**config.mk**
```make
export PLATFORM = sky130hd
export DESIGN_NAME = evt_stream_route_sel_flat
export DESIGN_NICKNAME = d
export VERILOG_FILES = /design/src/rtl/sne_route_pkg.sv /design/src/rtl/SNE_EVENT_STREAM.sv /design/src/rtl/evt_route_table.sv /design/src/rtl/evt_stream_route_sel.sv /design/src/flat_wrapper.sv
export SDC_FILE = /design/constraint.sdc
export NUM_CORES = 1
export LEC_CHECK = 0
export ABC_AREA = 1
export BUFFER_PORTS_ARGS = -buffer_cell sky130_fd_sc_hd__buf_4
export CORE_MARGIN = 4
export CORE_UTILIZATION = 55
export DETAILED_ROUTE_END_ITERATION = 8
export PLACE_DENSITY = 0.79
export SLEW_MARGIN = 0
export SYNTH_ARGS = -nofsm -noshare
export SYNTH_HDL_FRONTEND = slang
export SYNTH_SLANG_ARGS = --single-unit
export TNS_END_PERCENT = 50
```
**constraint.sdc**
```tcl
create_clock -name clk_i -period 2.08 [get_ports clk_i]
set_input_delay 0.416 -clock clk_i [delete_from_list [all_inputs] [get_ports clk_i]]
set_output_delay 0.416 -clock clk_i [all_outputs]
set_load 0.05 [all_outputs]
```
**src/rtl/sne_route_pkg.sv**
```systemverilog
// Shared types and defaults for the event-stream routing selector.
// The typedefs describe the default configuration; modules that are
// parameterised away from it size their own vectors from their parameters.
package sne_route_pkg;

    localparam int unsigned DEF_N_OUP   = 2;
    localparam int unsigned DEF_N_KEYS  = 16;
    localparam int unsigned DEF_KEY_LSB = 0;
    localparam int unsigned DEF_CNT_W   = 16;
    localparam int unsigned DEF_EVT_W   = 16;

    // Routing key slice and destination mask for the default configuration.
    typedef logic [$clog2(DEF_N_KEYS)-1:0] route_key_t;
    typedef logic [DEF_N_OUP-1:0]          route_mask_t;

    // Table reset value: broadcast to every fork output.
    localparam route_mask_t DEF_RST_MASK = '1;

endpackage

```
**src/rtl/SNE_EVENT_STREAM.sv**
```systemverilog
// Event stream handshake bundle.
// valid/ready: the producer raises valid with stable evt and holds both until
// a cycle in which ready is also high; that cycle is the transfer. The
// consumer may drive ready independently of valid.
interface SNE_EVENT_STREAM #(
    parameter int unsigned EVT_W = 16
);
    logic             valid;
    logic             ready;
    logic [EVT_W-1:0] evt;

    modport src (output valid, output evt, input ready);
    modport dst (input valid, input evt, output ready);
endinterface

```
**src/rtl/evt_route_table.sv**
```systemverilog
// Routing table: register array with one synchronous write port and one
// combinational read port. A write becomes visible to reads from the next
// cycle, so a lookup in the write cycle sees the old entry.
module evt_route_table #(
    parameter int unsigned       N_OUP    = 2,
    parameter int unsigned       N_KEYS   = 16,
    parameter logic [N_OUP-1:0]  RST_MASK = '1,
    localparam int unsigned      KEY_W    = $clog2(N_KEYS)
) (
    input  logic             clk_i,
    input  logic             rst_ni,
    input  logic             we_i,
    input  logic [KEY_W-1:0] waddr_i,
    input  logic [N_OUP-1:0] wdata_i,
    input  logic [KEY_W-1:0] raddr_i,
    output logic [N_OUP-1:0] rdata_o
);

    logic [N_OUP-1:0] mem_q [N_KEYS];

    // Table storage: every entry returns to RST_MASK on reset, else one write per cycle.
    always_ff @(posedge clk_i) begin
        if (!rst_ni) begin
            for (int i = 0; i < int'(N_KEYS); i++) begin
                mem_q[i] <= RST_MASK;
            end
        end else if (we_i) begin
            mem_q[waddr_i] <= wdata_i;
        end
    end

    assign rdata_o = mem_q[raddr_i];

endmodule

```
**src/rtl/evt_stream_route_sel.sv**
```systemverilog
// Event-stream routing selector: looks up a destination mask per event,
// registers event and mask in one output stage and presents them on the
// event and select handshakes of the downstream fork. Events whose mask is
// all-zero are consumed without being forwarded and counted.
module evt_stream_route_sel
    import sne_route_pkg::*;
#(
    parameter int unsigned      N_OUP    = DEF_N_OUP,
    parameter int unsigned      N_KEYS   = DEF_N_KEYS,
    parameter int unsigned      KEY_LSB  = DEF_KEY_LSB,
    parameter logic [N_OUP-1:0] RST_MASK = '1,
    parameter int unsigned      CNT_W    = DEF_CNT_W,
    parameter int unsigned      EVT_W    = DEF_EVT_W,
    localparam int unsigned     KEY_W    = $clog2(N_KEYS)
) (
    input  logic             clk_i,
    input  logic             rst_ni,
    SNE_EVENT_STREAM.dst     evt_stream_dst,
    SNE_EVENT_STREAM.src     evt_stream_src,
    output logic [N_OUP-1:0] sel_o,
    output logic             sel_valid_o,
    input  logic             sel_ready_i,
    input  logic             cfg_we_i,
    input  logic [KEY_W-1:0] cfg_addr_i,
    input  logic [N_OUP-1:0] cfg_mask_i,
    input  logic             cnt_clr_i,
    output logic [CNT_W-1:0] drop_cnt_o
);

    localparam logic [CNT_W-1:0] CNT_MAX = {CNT_W{1'b1}};

    // Output register stage.
    logic             full_q,     full_d;
    logic             evt_done_q, evt_done_d;
    logic             sel_done_q, sel_done_d;
    logic [EVT_W-1:0] evt_q,      evt_d;
    logic [N_OUP-1:0] mask_q,     mask_d;
    logic [CNT_W-1:0] cnt_q,      cnt_d;

    logic [KEY_W-1:0] key;
    logic [N_OUP-1:0] lookup_mask;
    logic             src_valid;
    logic             sel_valid;
    logic             src_hs;
    logic             sel_hs;
    logic             drain;
    logic             dst_ready;
    logic             accept;
    logic             keep;
    logic             drop;

    assign key = evt_stream_dst.evt[KEY_LSB +: KEY_W];

    evt_route_table #(
        .N_OUP    (N_OUP),
        .N_KEYS   (N_KEYS),
        .RST_MASK (RST_MASK)
    ) u_table (
        .clk_i   (clk_i),
        .rst_ni  (rst_ni),
        .we_i    (cfg_we_i),
        .waddr_i (cfg_addr_i),
        .wdata_i (cfg_mask_i),
        .raddr_i (key),
        .rdata_o (lookup_mask)
    );

    // Each side is offered until its own handshake; the done flags remember
    // which side already completed so the entry retires once both have.
    assign src_valid = full_q && !evt_done_q;
    assign sel_valid = full_q && !sel_done_q;
    assign src_hs    = src_valid && evt_stream_src.ready;
    assign sel_hs    = sel_valid && sel_ready_i;

    // The stage empties this cycle when every side is either done or handshaking.
    assign drain     = full_q && (evt_done_q || evt_stream_src.ready)
                              && (sel_done_q || sel_ready_i);
    assign dst_ready = rst_ni && (!full_q || drain);
    assign accept    = evt_stream_dst.valid && dst_ready;
    assign keep      = accept && (lookup_mask != '0);
    assign drop      = accept && (lookup_mask == '0);

    // Next state of the output stage: load on a routed accept, clear on drain, else track done flags.
    always_comb begin
        full_d     = full_q;
        evt_done_d = evt_done_q;
        sel_done_d = sel_done_q;
        evt_d      = evt_q;
        mask_d     = mask_q;
        if (keep) begin
            full_d     = 1'b1;
            evt_done_d = 1'b0;
            sel_done_d = 1'b0;
            evt_d      = evt_stream_dst.evt;
            mask_d     = lookup_mask;
        end else if (drain) begin
            full_d     = 1'b0;
            evt_done_d = 1'b0;
            sel_done_d = 1'b0;
        end else if (full_q) begin
            evt_done_d = evt_done_q || src_hs;
            sel_done_d = sel_done_q || sel_hs;
        end
    end

    // Drop counter next state: clear wins over a simultaneous drop; saturates at all-ones.
    always_comb begin
        cnt_d = cnt_q;
        if (cnt_clr_i) begin
            cnt_d = '0;
        end else if (drop && (cnt_q != CNT_MAX)) begin
            cnt_d = cnt_q + 1'b1;
        end
    end

    // State registers; reset discards any pending entry and partial handshake.
    always_ff @(posedge clk_i) begin
        if (!rst_ni) begin
            full_q     <= 1'b0;
            evt_done_q <= 1'b0;
            sel_done_q <= 1'b0;
            evt_q      <= '0;
            mask_q     <= '0;
            cnt_q      <= '0;
        end else begin
            full_q     <= full_d;
            evt_done_q <= evt_done_d;
            sel_done_q <= sel_done_d;
            evt_q      <= evt_d;
            mask_q     <= mask_d;
            cnt_q      <= cnt_d;
        end
    end

    assign evt_stream_dst.ready = dst_ready;
    assign evt_stream_src.valid = src_valid;
    assign evt_stream_src.evt   = evt_q;
    assign sel_o                = mask_q;
    assign sel_valid_o          = sel_valid;
    assign drop_cnt_o           = cnt_q;

endmodule

```
**src/flat_wrapper.sv**
```systemverilog
// flat-port wrapper written by rule: the top's interface ports become plain ports
module evt_stream_route_sel_flat import sne_route_pkg::*;
#(
    parameter int unsigned      N_OUP    = DEF_N_OUP,
    parameter int unsigned      N_KEYS   = DEF_N_KEYS,
    parameter int unsigned      KEY_LSB  = DEF_KEY_LSB,
    parameter logic [N_OUP-1:0] RST_MASK = '1,
    parameter int unsigned      CNT_W    = DEF_CNT_W,
    parameter int unsigned      EVT_W    = DEF_EVT_W,
    localparam int unsigned     KEY_W    = $clog2(N_KEYS)
)
  (clk_i, rst_ni, sel_o, sel_valid_o, sel_ready_i, cfg_we_i, cfg_addr_i, cfg_mask_i, cnt_clr_i, drop_cnt_o, evt_stream_dst_valid, evt_stream_dst_evt, evt_stream_dst_ready, evt_stream_src_valid, evt_stream_src_evt, evt_stream_src_ready);
  SNE_EVENT_STREAM #(.EVT_W(EVT_W)) evt_stream_dst_i ();
  SNE_EVENT_STREAM #(.EVT_W(EVT_W)) evt_stream_src_i ();
  input  logic clk_i;
  input  logic rst_ni;
  output logic [N_OUP-1:0] sel_o;
  output logic sel_valid_o;
  input  logic sel_ready_i;
  input  logic cfg_we_i;
  input  logic [KEY_W-1:0] cfg_addr_i;
  input  logic [N_OUP-1:0] cfg_mask_i;
  input  logic cnt_clr_i;
  output logic [CNT_W-1:0] drop_cnt_o;
  input wire logic [$bits(evt_stream_dst_i.valid)-1:0] evt_stream_dst_valid;
  input wire logic [$bits(evt_stream_dst_i.evt)-1:0] evt_stream_dst_evt;
  output wire logic [$bits(evt_stream_dst_i.ready)-1:0] evt_stream_dst_ready;
  output wire logic [$bits(evt_stream_src_i.valid)-1:0] evt_stream_src_valid;
  output wire logic [$bits(evt_stream_src_i.evt)-1:0] evt_stream_src_evt;
  input wire logic [$bits(evt_stream_src_i.ready)-1:0] evt_stream_src_ready;
  assign evt_stream_dst_i.valid = evt_stream_dst_valid;
  assign evt_stream_dst_i.evt = evt_stream_dst_evt;
  assign evt_stream_dst_ready = evt_stream_dst_i.ready;
  assign evt_stream_src_valid = evt_stream_src_i.valid;
  assign evt_stream_src_evt = evt_stream_src_i.evt;
  assign evt_stream_src_i.ready = evt_stream_src_ready;
  evt_stream_route_sel #(.N_OUP(N_OUP), .N_KEYS(N_KEYS), .KEY_LSB(KEY_LSB), .RST_MASK(RST_MASK), .CNT_W(CNT_W), .EVT_W(EVT_W)) u_core (.clk_i(clk_i), .rst_ni(rst_ni), .evt_stream_dst(evt_stream_dst_i), .evt_stream_src(evt_stream_src_i), .sel_o(sel_o), .sel_valid_o(sel_valid_o), .sel_ready_i(sel_ready_i), .cfg_we_i(cfg_we_i), .cfg_addr_i(cfg_addr_i), .cfg_mask_i(cfg_mask_i), .cnt_clr_i(cnt_clr_i), .drop_cnt_o(drop_cnt_o));
endmodule
```
==> results of run 1 <==
placed cells by master, fill, tap and decap left out, types with 12 or more instances in the layout:
cell and n:
buf_4 70, clkbuf_8 12, dfxtp_1 37, edfxtp_1 32, inv_1 66, nand2_1 123
nand3_1 44, nand4_1 17, nor2_1 88, o21ai_0 32
worst register-to-register path, delay by kind of cell (launching register included):
kind,cells,cell delay (ns)
flip-flops,1,0.38
adder cells (fa/ha/maj),1,0.24
buffers and inverters,1,0.18
AND/OR/NAND/NOR,9,0.84
cell families after synthesis:
logic type	Yosys count
AO/OA/AOI/OAI	40
XOR/XNOR	1
adder cells (fa/ha/maj)	1
buffers and inverters	87
flip-flops	69
AND/OR/NAND/NOR	281
metal layers:
metal  global-route usage [%]  up-vias
met3                    4.233       16
met2                    35.96       98
li1                         -     1658
met4                    10.60        0
met1                    29.49     1483
met5                        0        -
power by group:
part	internal (mW)	switching (mW)	leakage, nW
Combinational	0.161	0.338	1.23
Clock	0.531	0.474	0.0937
Sequential	1.49	0.0275	0.623
metrics by stage:
step           hold slack (ns)  utilization (%)  cell area, µm²
2_1_floorplan           0.4641                -            3482
3_3_place_gp            0.4499            66.82            4026
3_5_place_dp            0.4544            66.82            4026
4_1_cts                 0.3230            69.83            4208
5_1_grt                 0.3357            69.95            4215
6_report                0.3350            69.95            4215
path summary, 6_finish.rpt:
path,endpoint,slack [ns],cells past startpoint,from
min,u_core.evt_stream_src.evt[14],0.34,3,evt_stream_dst_evt[14]
max reg2reg,u_core.drop_cnt_o[14],0.35,11,u_core.drop_cnt_o[1]
max,evt_stream_dst_ready,0.21,7,u_core.full_q
min reg2reg,u_core.sel_o[0],0.46,2,u_core.sel_o[0]
state kept, by name, summed over array words and instances (netlist names):
register                   flops
u_core.drop_cnt_o             16
u_core.u_table.mem_q          32
u_core.evt_stream_src.evt     16
u_core.sel_done_q              1
u_core.sel_o                   2
u_core.full_q                  1
u_core.evt_done_q              1
repair_timing:
item                                    4_1_cts  5_1_grt
endpoints found under the setup margin        0        4
setup buffers                                 0        1
gates resized for setup                       0        0
layout make-up:
| cell class | count | area, µm² | share of cell area [%] |
|---|---|---|---|
| repair buffers | 72 | 565.5 | 13.42 |
| well taps | 75 | 93.84 | 2.226 |
| clock inverters | 1 | 5.005 | 0.1187 |
| clock buffers | 15 | 176.4 | 4.185 |
| multi-input cells | 323 | 1405 | 33.33 |
| flip-flops and latches | 69 | 1702 | 40.37 |
| inverters | 70 | 267.8 | 6.352 |
==> reports/qor.csv, run 1 <==
metric,value,unit
status,"complete, no violations",
worstMarginPinSlew,0.5744,ns
route.met3.wl,545,µm
cts.clk_slew.worst_paths,0.07,ns
syn_area,0.003482,mm²
ys.flop_type,dfxtp_1,
wl,8162,µm
synth_seq_area_share,48.87,%
synthSimpleGateAreaFrac,33.88,%
final.setup.tns,0,ns
worst_slack,0.2090,ns
row_count,28,
clkLatencyLatePin,0.34,ns
drive_gt1_share,16.91,%
gr-total-overflow,0,
cts_htree_levels,3,
cts_tree,built,
drt_iter0_markers,189,
min_period,1.871,ns
path_class,register to primary output,
numCtsBuffers,9,
ys_types,24,
required,1.66,ns
synth-seq-cells,69,
io_buffers,65,
grt_pass1_vias,3045,
dpl.hpwl,5920,µm
antenna_left,0,
die_y,87.57,µm
fin_cells,625,
nFillCells,523,
synth.area.mux_share,0,%
slew_viol_final,0,
path_buf_inv,2,
antennaDiodeCount,0,
wl_met2,3735,µm
fin_crit_sh,89.95,%
num_vias,3255,
netlist_instances,479,
path_cells,a21oi_1 > nor2_1 > o21ai_1 > nand2_1 > nand2_1 > inv_1 > buf_4,
yosysWarnings,0,
numClockSinks,69,
synth_adder_area_share,0.3593,%
synth_compound_area_share,5.857,%
dieArea,0.007669,mm²
async_flop_share,0,%
wl_per_cell,13.06,µm
max_cap_violations,0,
cts_buffer_depth,2,
grt_max_degree,34,
antenna_found_initial,0,
hold_path.class,primary input to register,
slowest_delay,0.33,ns
arrival,1.45,ns
post-synth-top-count-cell,nand2_1,
syn_area_per_cell,7.269,µm²
crit_slowest_cell,dfxtp_1,
p_leak,1.942,nW
place_congestion,0.8244,
timing.fmax,0.5345,GHz
hold_viol,0,
dp_cells,608,
viasPerCell,5.208,
track_usage,22.47,%
synth_top_family_by_area,simple AND/OR/NAND/NOR gates,
start_util,57.79,%
synth_edf_count,32,
cts_root_buf,clkbuf_8,
core,0.006026,mm²
io_pins,66,
powerDensity,715.7,mW/mm²
cts_hold_buf,0,
yosysTopAreaCell,edfxtp_1,
clock_skew,0.01084,ns
cp_common_cell,nand2_1,
dieWidth,87.57,µm
yosys-top-cells-area,"edfxtp_1 (28%), dfxtp_1 (21%), nand2_1 (13%), nor2_1 (9.5%), inv_1 (7.1%)",
top_layer_used,met4,
ir_drop,0.4119,mV
syn_to_final_growth,21.06,%
nNetsFinal,575,
synth_common_cells,"nand2_1 (123), nor2_1 (88), inv_1 (66)",
synth_top_area_share,27.60,%
route.detailed.drc,0,
crit_family,flip-flops,
grt_first_pass_wirelength,13520,µm
total_power,3.017,mW
setup_viol,0,
slew_headroom,61.67,%
critPathLaunchType,register,
synthesis.nets,509,
post-place-ws,0.09038,ns
rsz0062_at_grt,no,
end_kind,primary output,
firstDrtPassIters,4,
synth_xor_area_share,0.2515,%
critical_path.max_fanout,4,
wirelength_met1,3686,µm
No activity file was read; power rests on OpenSTA's default activity.
==> inputs of run 2 (changes only) <==
Settings changed: CORE_MARGIN 4 to 5.
==> run 2 against run 1 <==
- maximum frequency increased by 0.11%
- combinational power down 2%
- first-iteration DRC count fell by 24%
- clock skew fell by 0.0035 ns
- die area rose by 4.6%
- sequential cell count is the same
- sequential power about the same
- register-to-register slack got worse by 0.14 ns
- wire length decreased by 4.4%
- critical path type is now register to register
==> reports/qor.csv, run 2 (synthesized netlist as in run 1, its figures left out) <==
metric,value,unit,change
status,"complete, no violations",,
worstMarginPinSlew,0.5134,ns,-0.06096 ns
critical_path.max_fanout,9,,+5
numClockSinks,69,,unchanged
end_kind,register,,
antennaDiodeCount,0,,unchanged
clkLatencyLatePin,0.34,ns,about the same
drt_iter0_markers,143,,-24%
io_buffers,65,,unchanged
num_vias,3207,,-1.5%
hold_viol,0,,unchanged
clkPwrFrac,32.9,%,-0.4 points
grt_first_pass_wirelength,12330,µm,-8.8%
total_power,2.989,mW,-0.91%
place_congestion,0.9760,,+18%
cts_setup_buffers,0,,unchanged
dpl.hpwl,5912,µm,-0.14%
path_cells,ha_1 > nand2_1 > nor2_1 > nand4_1 > nand4_1 > nor2_1 > nand3_1 > nand2_1 > nand2_1 > nor2_1,,
required,2.31,ns,+0.65 ns
dieArea,0.008023,mm²,+4.6%
numCtsBuffers,9,,unchanged
hold_path.class,primary input to register,,
cts_root_buf,clkbuf_8,,
slew_headroom,65.74,%,+4.1 points
wl_per_cell,12.42,µm,-4.9%
hold_path_depth,3,,unchanged
cts_hold_buf,0,,unchanged
stdcell_area,0.004197,mm²,-0.45%
path_class,register to register,,
nNetsFinal,576,,+0.17%
core,0.006241,mm²,+3.6%
die_y,89.57,µm,+2.3%
syn_to_final_growth,20.52,%,
placed_area,0.004019,mm²,-0.19%
ir_drop,0.3492,mV,-15%
gr-total-overflow,0,,unchanged
grt_max_degree,22,,-35%
final_common_cell,nand2_1,,
fin_crit_sh,89.85,%,-0.098 points
firstDrtPassIters,6,,+2
post_cts_resized,0,,unchanged
rsz0062_at_grt,no,,
drive_gt1_share,17.42,%,+0.51 points
cts_tree,built,,
max_cap_violations,0,,unchanged
dp_cells,612,,+0.66%
p_leak,1.937,nW,-0.29%
powerDensity,712.4,mW/mm²,-0.47%
fin_cells,628,,+0.48%
crit_slowest_cell,dfxtp_1,,
track_usage,20.14,%,-2.3 points
wl,7800,µm,-4.4%
p_seq_share,50.7,%,+0.5 points
slowest_delay,0.37,ns,+0.04 ns
viasPerCell,5.107,,-1.9%
slew_viol_final,0,,unchanged
arrival,2.10,ns,+0.65 ns
min_period,1.869,ns,-0.002034 ns
cts_buffer_depth,2,,unchanged
grt_pass1_vias,2895,,-4.9%
route.detailed.drc,0,,unchanged
io_pins,66,,unchanged
setup_viol,0,,unchanged
largest_register_ffs,32,,unchanged
r2r_cells,10,,-1
dieWidth,89.57,µm,+2.3%
p_switching,0.8542,mW,+1.8%
timing.fmax,0.5351,GHz,+0.11%
final.setup.tns,0,ns,unchanged
antenna_found_initial,0,,unchanged
layout_common_cells,"nand2_1 (123), nor2_1 (88), buf_4 (73), inv_1 (66), nand3_1 (44)",,
clock_skew,0.007364,ns,-0.003476 ns
switching_share,28.57,%,+0.77 points
antenna_left,0,,unchanged
p_int,2.135,mW,-2.0%
cts_htree_levels,3,,unchanged
row_count,29,,+3.6%
comb_power_share,16.3,%,-0.2 points
cts.clk_slew.worst_paths,0.07,ns,about the same
start_util,55.79,%,-2.0 points
regMostFlops,u_core.u_table.mem_q,,
critPathLaunchType,register,,
[run 2: changes by cell type in the layout (fill, tap and decap cells not counted)]
cell,change
clkinv_2,+2
clkinvlp_4,+1
buf_4,+3
clkbuf_1,-2
clkbuf_8,-1
buf_12,-2
[run 2: metrics by stage]
stage | worst slack, ns | util [%] | hold slack [ns]
floorplan | 0.1309 | - | 0.4641
global placement | 0.2462 | 64.39 | 0.4664
detailed placement | 0.2058 | 64.39 | 0.4745
CTS | 0.2025 | 67.24 | 0.3104
global route | 0.008011 | 67.24 | 0.3275
finish | 0.2111 | 67.24 | 0.3219
[run 2: final timing paths]
kind	endpoint	from	slack (ns)
min	u_core.evt_stream_src.evt[12]	evt_stream_dst_evt[12]	0.32
max	u_core.drop_cnt_o[15]	u_core.drop_cnt_o[0]	0.21
max reg2reg	u_core.drop_cnt_o[15]	u_core.drop_cnt_o[0]	0.21
min reg2reg	u_core.sel_o[0]	u_core.sel_o[0]	0.48
[run 2: worst max-delay path: cells and delay by family (launching register included)]
kind          cells  cell delay, ns
simple gates      9            1.17
fa+ha+maj         1            0.22
flops             1            0.37
[run 2: cell type report]
| type | count | area [µm²] |
|---|---|---|
| Tap cell | 77 | 96.34 |
| Inverter | 70 | 267.8 |
| Multi-Input combinational cell | 323 | 1405 |
| Clock buffer | 12 | 155.1 |
| Clock inverter | 4 | 22.52 |
| Sequential cell | 69 | 1702 |
| Timing Repair Buffer | 73 | 548.0 |
| Fill cell | 540 | 2044 |
[run 2: power groups by stage]
| stage | combinational [mW] | clock, mW | sequential, mW |
|---|---|---|---|
| after floorplan | 0.240 | 0 | 1.64 |
| after global placement | 0.481 | 0 | 1.54 |
| after detailed placement | 0.491 | 0 | 1.55 |
| after CTS | 0.492 | 0.999 | 1.52 |
| after global routing | 0.534 | 1.06 | 1.52 |
| final | 0.488 | 0.985 | 1.52 |
[run 2: layer usage]
layer / global-route usage [%] / part of all wire (%) / wire [µm]
met4: 11.23 / 2.5 / 195
met3: 3.832 / 5.9 / 463
met1: 22.83 / 41 / 3213
met5: 0 / 0 / 0
met2: 35.37 / 50 / 3927
==> inputs of run 3 (changes only) <==
Settings changed: CORE_MARGIN 5 to default.
Clock period 2.08 ns to 1.8 ns, I/O delays scaled along.
==> run 3 against run 2 <==
- clock power grew 14%
- final cell count grew 2.7%
- hold slack lost 0.050 ns
- sequential share of layout area shrank 1.5 points
- wire length grew 6.7%
- critical path depth shrank 3
- power grew 17%
- clock skew grew 0.0034 ns
- largest power group unchanged
==> reports/qor.csv, run 3 (synthesized netlist as in run 1, its figures left out) <==
metric,value,unit,change
antennaDiodeCount,0,,unchanged
die_y,81.57,µm,-8.9%
finish.utilization,72.53,%,+5.3 points
cts_tree,built,,
grt_max_degree,24,,+9.1%
io_pins,66,,unchanged
place_congestion,0.8856,,-9.3%
placed_area,0.004100,mm²,+2.0%
num_vias,3357,,+4.7%
stdcell_area,0.004370,mm²,+4.1%
met1_usage,33.73,%,+11 points
cts_hold_buf,0,,unchanged
hold_path.class,primary input to register,,
dieWidth,81.57,µm,-8.9%
grt_pass1_vias,2865,,-1.0%
fin_crit_sh,97.36,%,
io_buffers,65,,unchanged
route.detailed.drc,0,,unchanged
rsz0062_at_grt,yes,,
max_cap_violations,0,,unchanged
regMostFlops,u_core.u_table.mem_q,,
viasPerCell,5.205,,+1.9%
largest_register_ffs,32,,unchanged
core,0.006026,mm²,-3.4%
worst_slack,0.04760,ns,-0.1635 ns
layout_common_cells,"nand2_1 (122), nor2_1 (88), buf_4 (88), inv_1 (65), nand3_1 (43)",,
cts_root_buf,clkbuf_8,,
required,1.44,ns,-0.87 ns
end_kind,primary output,,
r2r_start,u_core.full_q,,
powerDensity,797.8,mW/mm²,+12%
critPathLaunchType,register,,
total_power,3.487,mW,+17%
holdWs,0.2724,ns,-0.04951 ns
status,"complete, no violations",,
p_leak,2.039,nW,+5.3%
r2r_slack,0.14,ns,-0.07 ns
clkLatencyLatePin,0.34,ns,about the same
slew_headroom,61.98,%,-3.8 points
arrival,1.39,ns,-0.71 ns
gr-total-overflow,0,,unchanged
track_usage,25.58,%,+5.4 points
numClockSinks,69,,unchanged
drive_gt1_share,21.58,%,+4.2 points
antenna_found_initial,0,,unchanged
dieArea,0.006654,mm²,-17%
path_class,register to primary output,,
grt_use_met2,40.83,%,+5.5 points
cts_buffer_depth,2,,unchanged
syn_to_final_growth,25.51,%,
worstMarginPinSlew,0.5696,ns,+0.05623 ns
setup_viol,0,,unchanged
post-place-ws,-0.07448,ns,-0.2803 ns
start_util,57.79,%,+2.0 points
dpl.hpwl,5965,µm,+0.89%
final_common_cell,nand2_1,,
slew_viol_final,0,,unchanged
firstDrtPassIters,5,,-1
drt_iter0_markers,198,,+38%
critical_path.max_fanout,4,,-5
grt_first_pass_wirelength,12800,µm,+3.8%
hold_viol,0,,unchanged
crit_end,evt_stream_dst_ready,,
reg2reg_to,u_core.evt_stream_src.evt[2],,
cts.clk_slew.worst_paths,0.07,ns,about the same
crit_start,u_core.full_q,,
wl_per_cell,12.91,µm,+3.9%
antenna_left,0,,unchanged
row_count,28,,-3.4%
ir_drop,0.4764,mV,+36%
grt-busiest-layer,met2,,
gr-usage-met3,4.556,%,+0.72 points
wl,8326,µm,+6.7%
numCtsBuffers,9,,unchanged
cts_htree_levels,3,,unchanged
nNetsFinal,595,,+3.3%
clock_skew,0.01077,ns,+0.003407 ns
timing.fmax,0.5706,GHz,
min_period,1.752,ns,
r2r_cells,11,,+1
run 3: cell count changes in the layout (fill, tap and decap cells not counted), sizes merged:
cell and change:
buf +18, clkbuf -2, clkinv +2, nor2 +1
run 3: area by class of cell:
type	count	area, µm²
clock inverter	6	38.79
tap	75	93.84
multi-input combinational	324	1423
fill	459	1655
timing repair buffer	91	703.2
clock buffer	10	137.6
inverter	70	267.8
sequential	69	1707
run 3: worst min-delay path by stage:
| stage | cells past startpoint | endpoint | start | slack, ns |
|---|---|---|---|---|
| final | 3 | u_core.evt_stream_src.evt[7] | evt_stream_dst_evt[7] | 0.27 |
| after global routing | 3 | u_core.evt_stream_src.evt[7] | evt_stream_dst_evt[7] | 0.27 |
| after CTS | 3 | u_core.evt_stream_src.evt[7] | evt_stream_dst_evt[7] | 0.26 |
| after detailed placement | 2 | u_core.sel_o[1] | u_core.sel_o[1] | 0.46 |
| after global placement | 2 | u_core.sel_o[0] | u_core.sel_o[0] | 0.45 |
| after floorplan | 2 | u_core.evt_done_q | u_core.evt_done_q | 0.46 |
run 3: worst max-delay path, cell delays in order, from the launching register on:
cell and delay [ns]:
dfxtp_2 0.34, a21oi_2 0.15, nor2_1 0.05, o21ai_1 0.09, nand2_1 0.11, nand2_2 0.13, inv_2 0.04, buf_6 0.14
run 3: report_power, final:
group | leakage, nW | switching [mW] | internal (mW) | total (mW)
Combinational | 1.32 | 0.405 | 0.212 | 0.617
Sequential | 0.625 | 0.0359 | 1.72 | 1.75
Clock | 0.0897 | 0.584 | 0.532 | 1.12
run 3: what timing repair did:
item,in CTS,in global routing
endpoints found under the hold margin,0,0
gates resized for setup,1,6
gates cloned,0,1
pin swaps,0,5
setup buffers,0,9
endpoints found under the setup margin,1,29
run 3: metal layers:
layer  up-vias  routed length [µm]
met5         -                   0
met4         0                 143
met3        14                 556
met2       122                3941
met1      1530                3684
li1       1691                   -
run 3: per-stage QoR:
| step | cells | TNS (ns) |
|---|---|---|
| 2_1_floorplan | 479 | 0 |
| 3_3_place_gp | 619 | -0.2649 |
| 3_5_place_dp | 619 | -0.7227 |
| 4_1_cts | 635 | 0 |
| 5_1_grt | 645 | -0.2655 |
| 6_report | 645 | 0 |
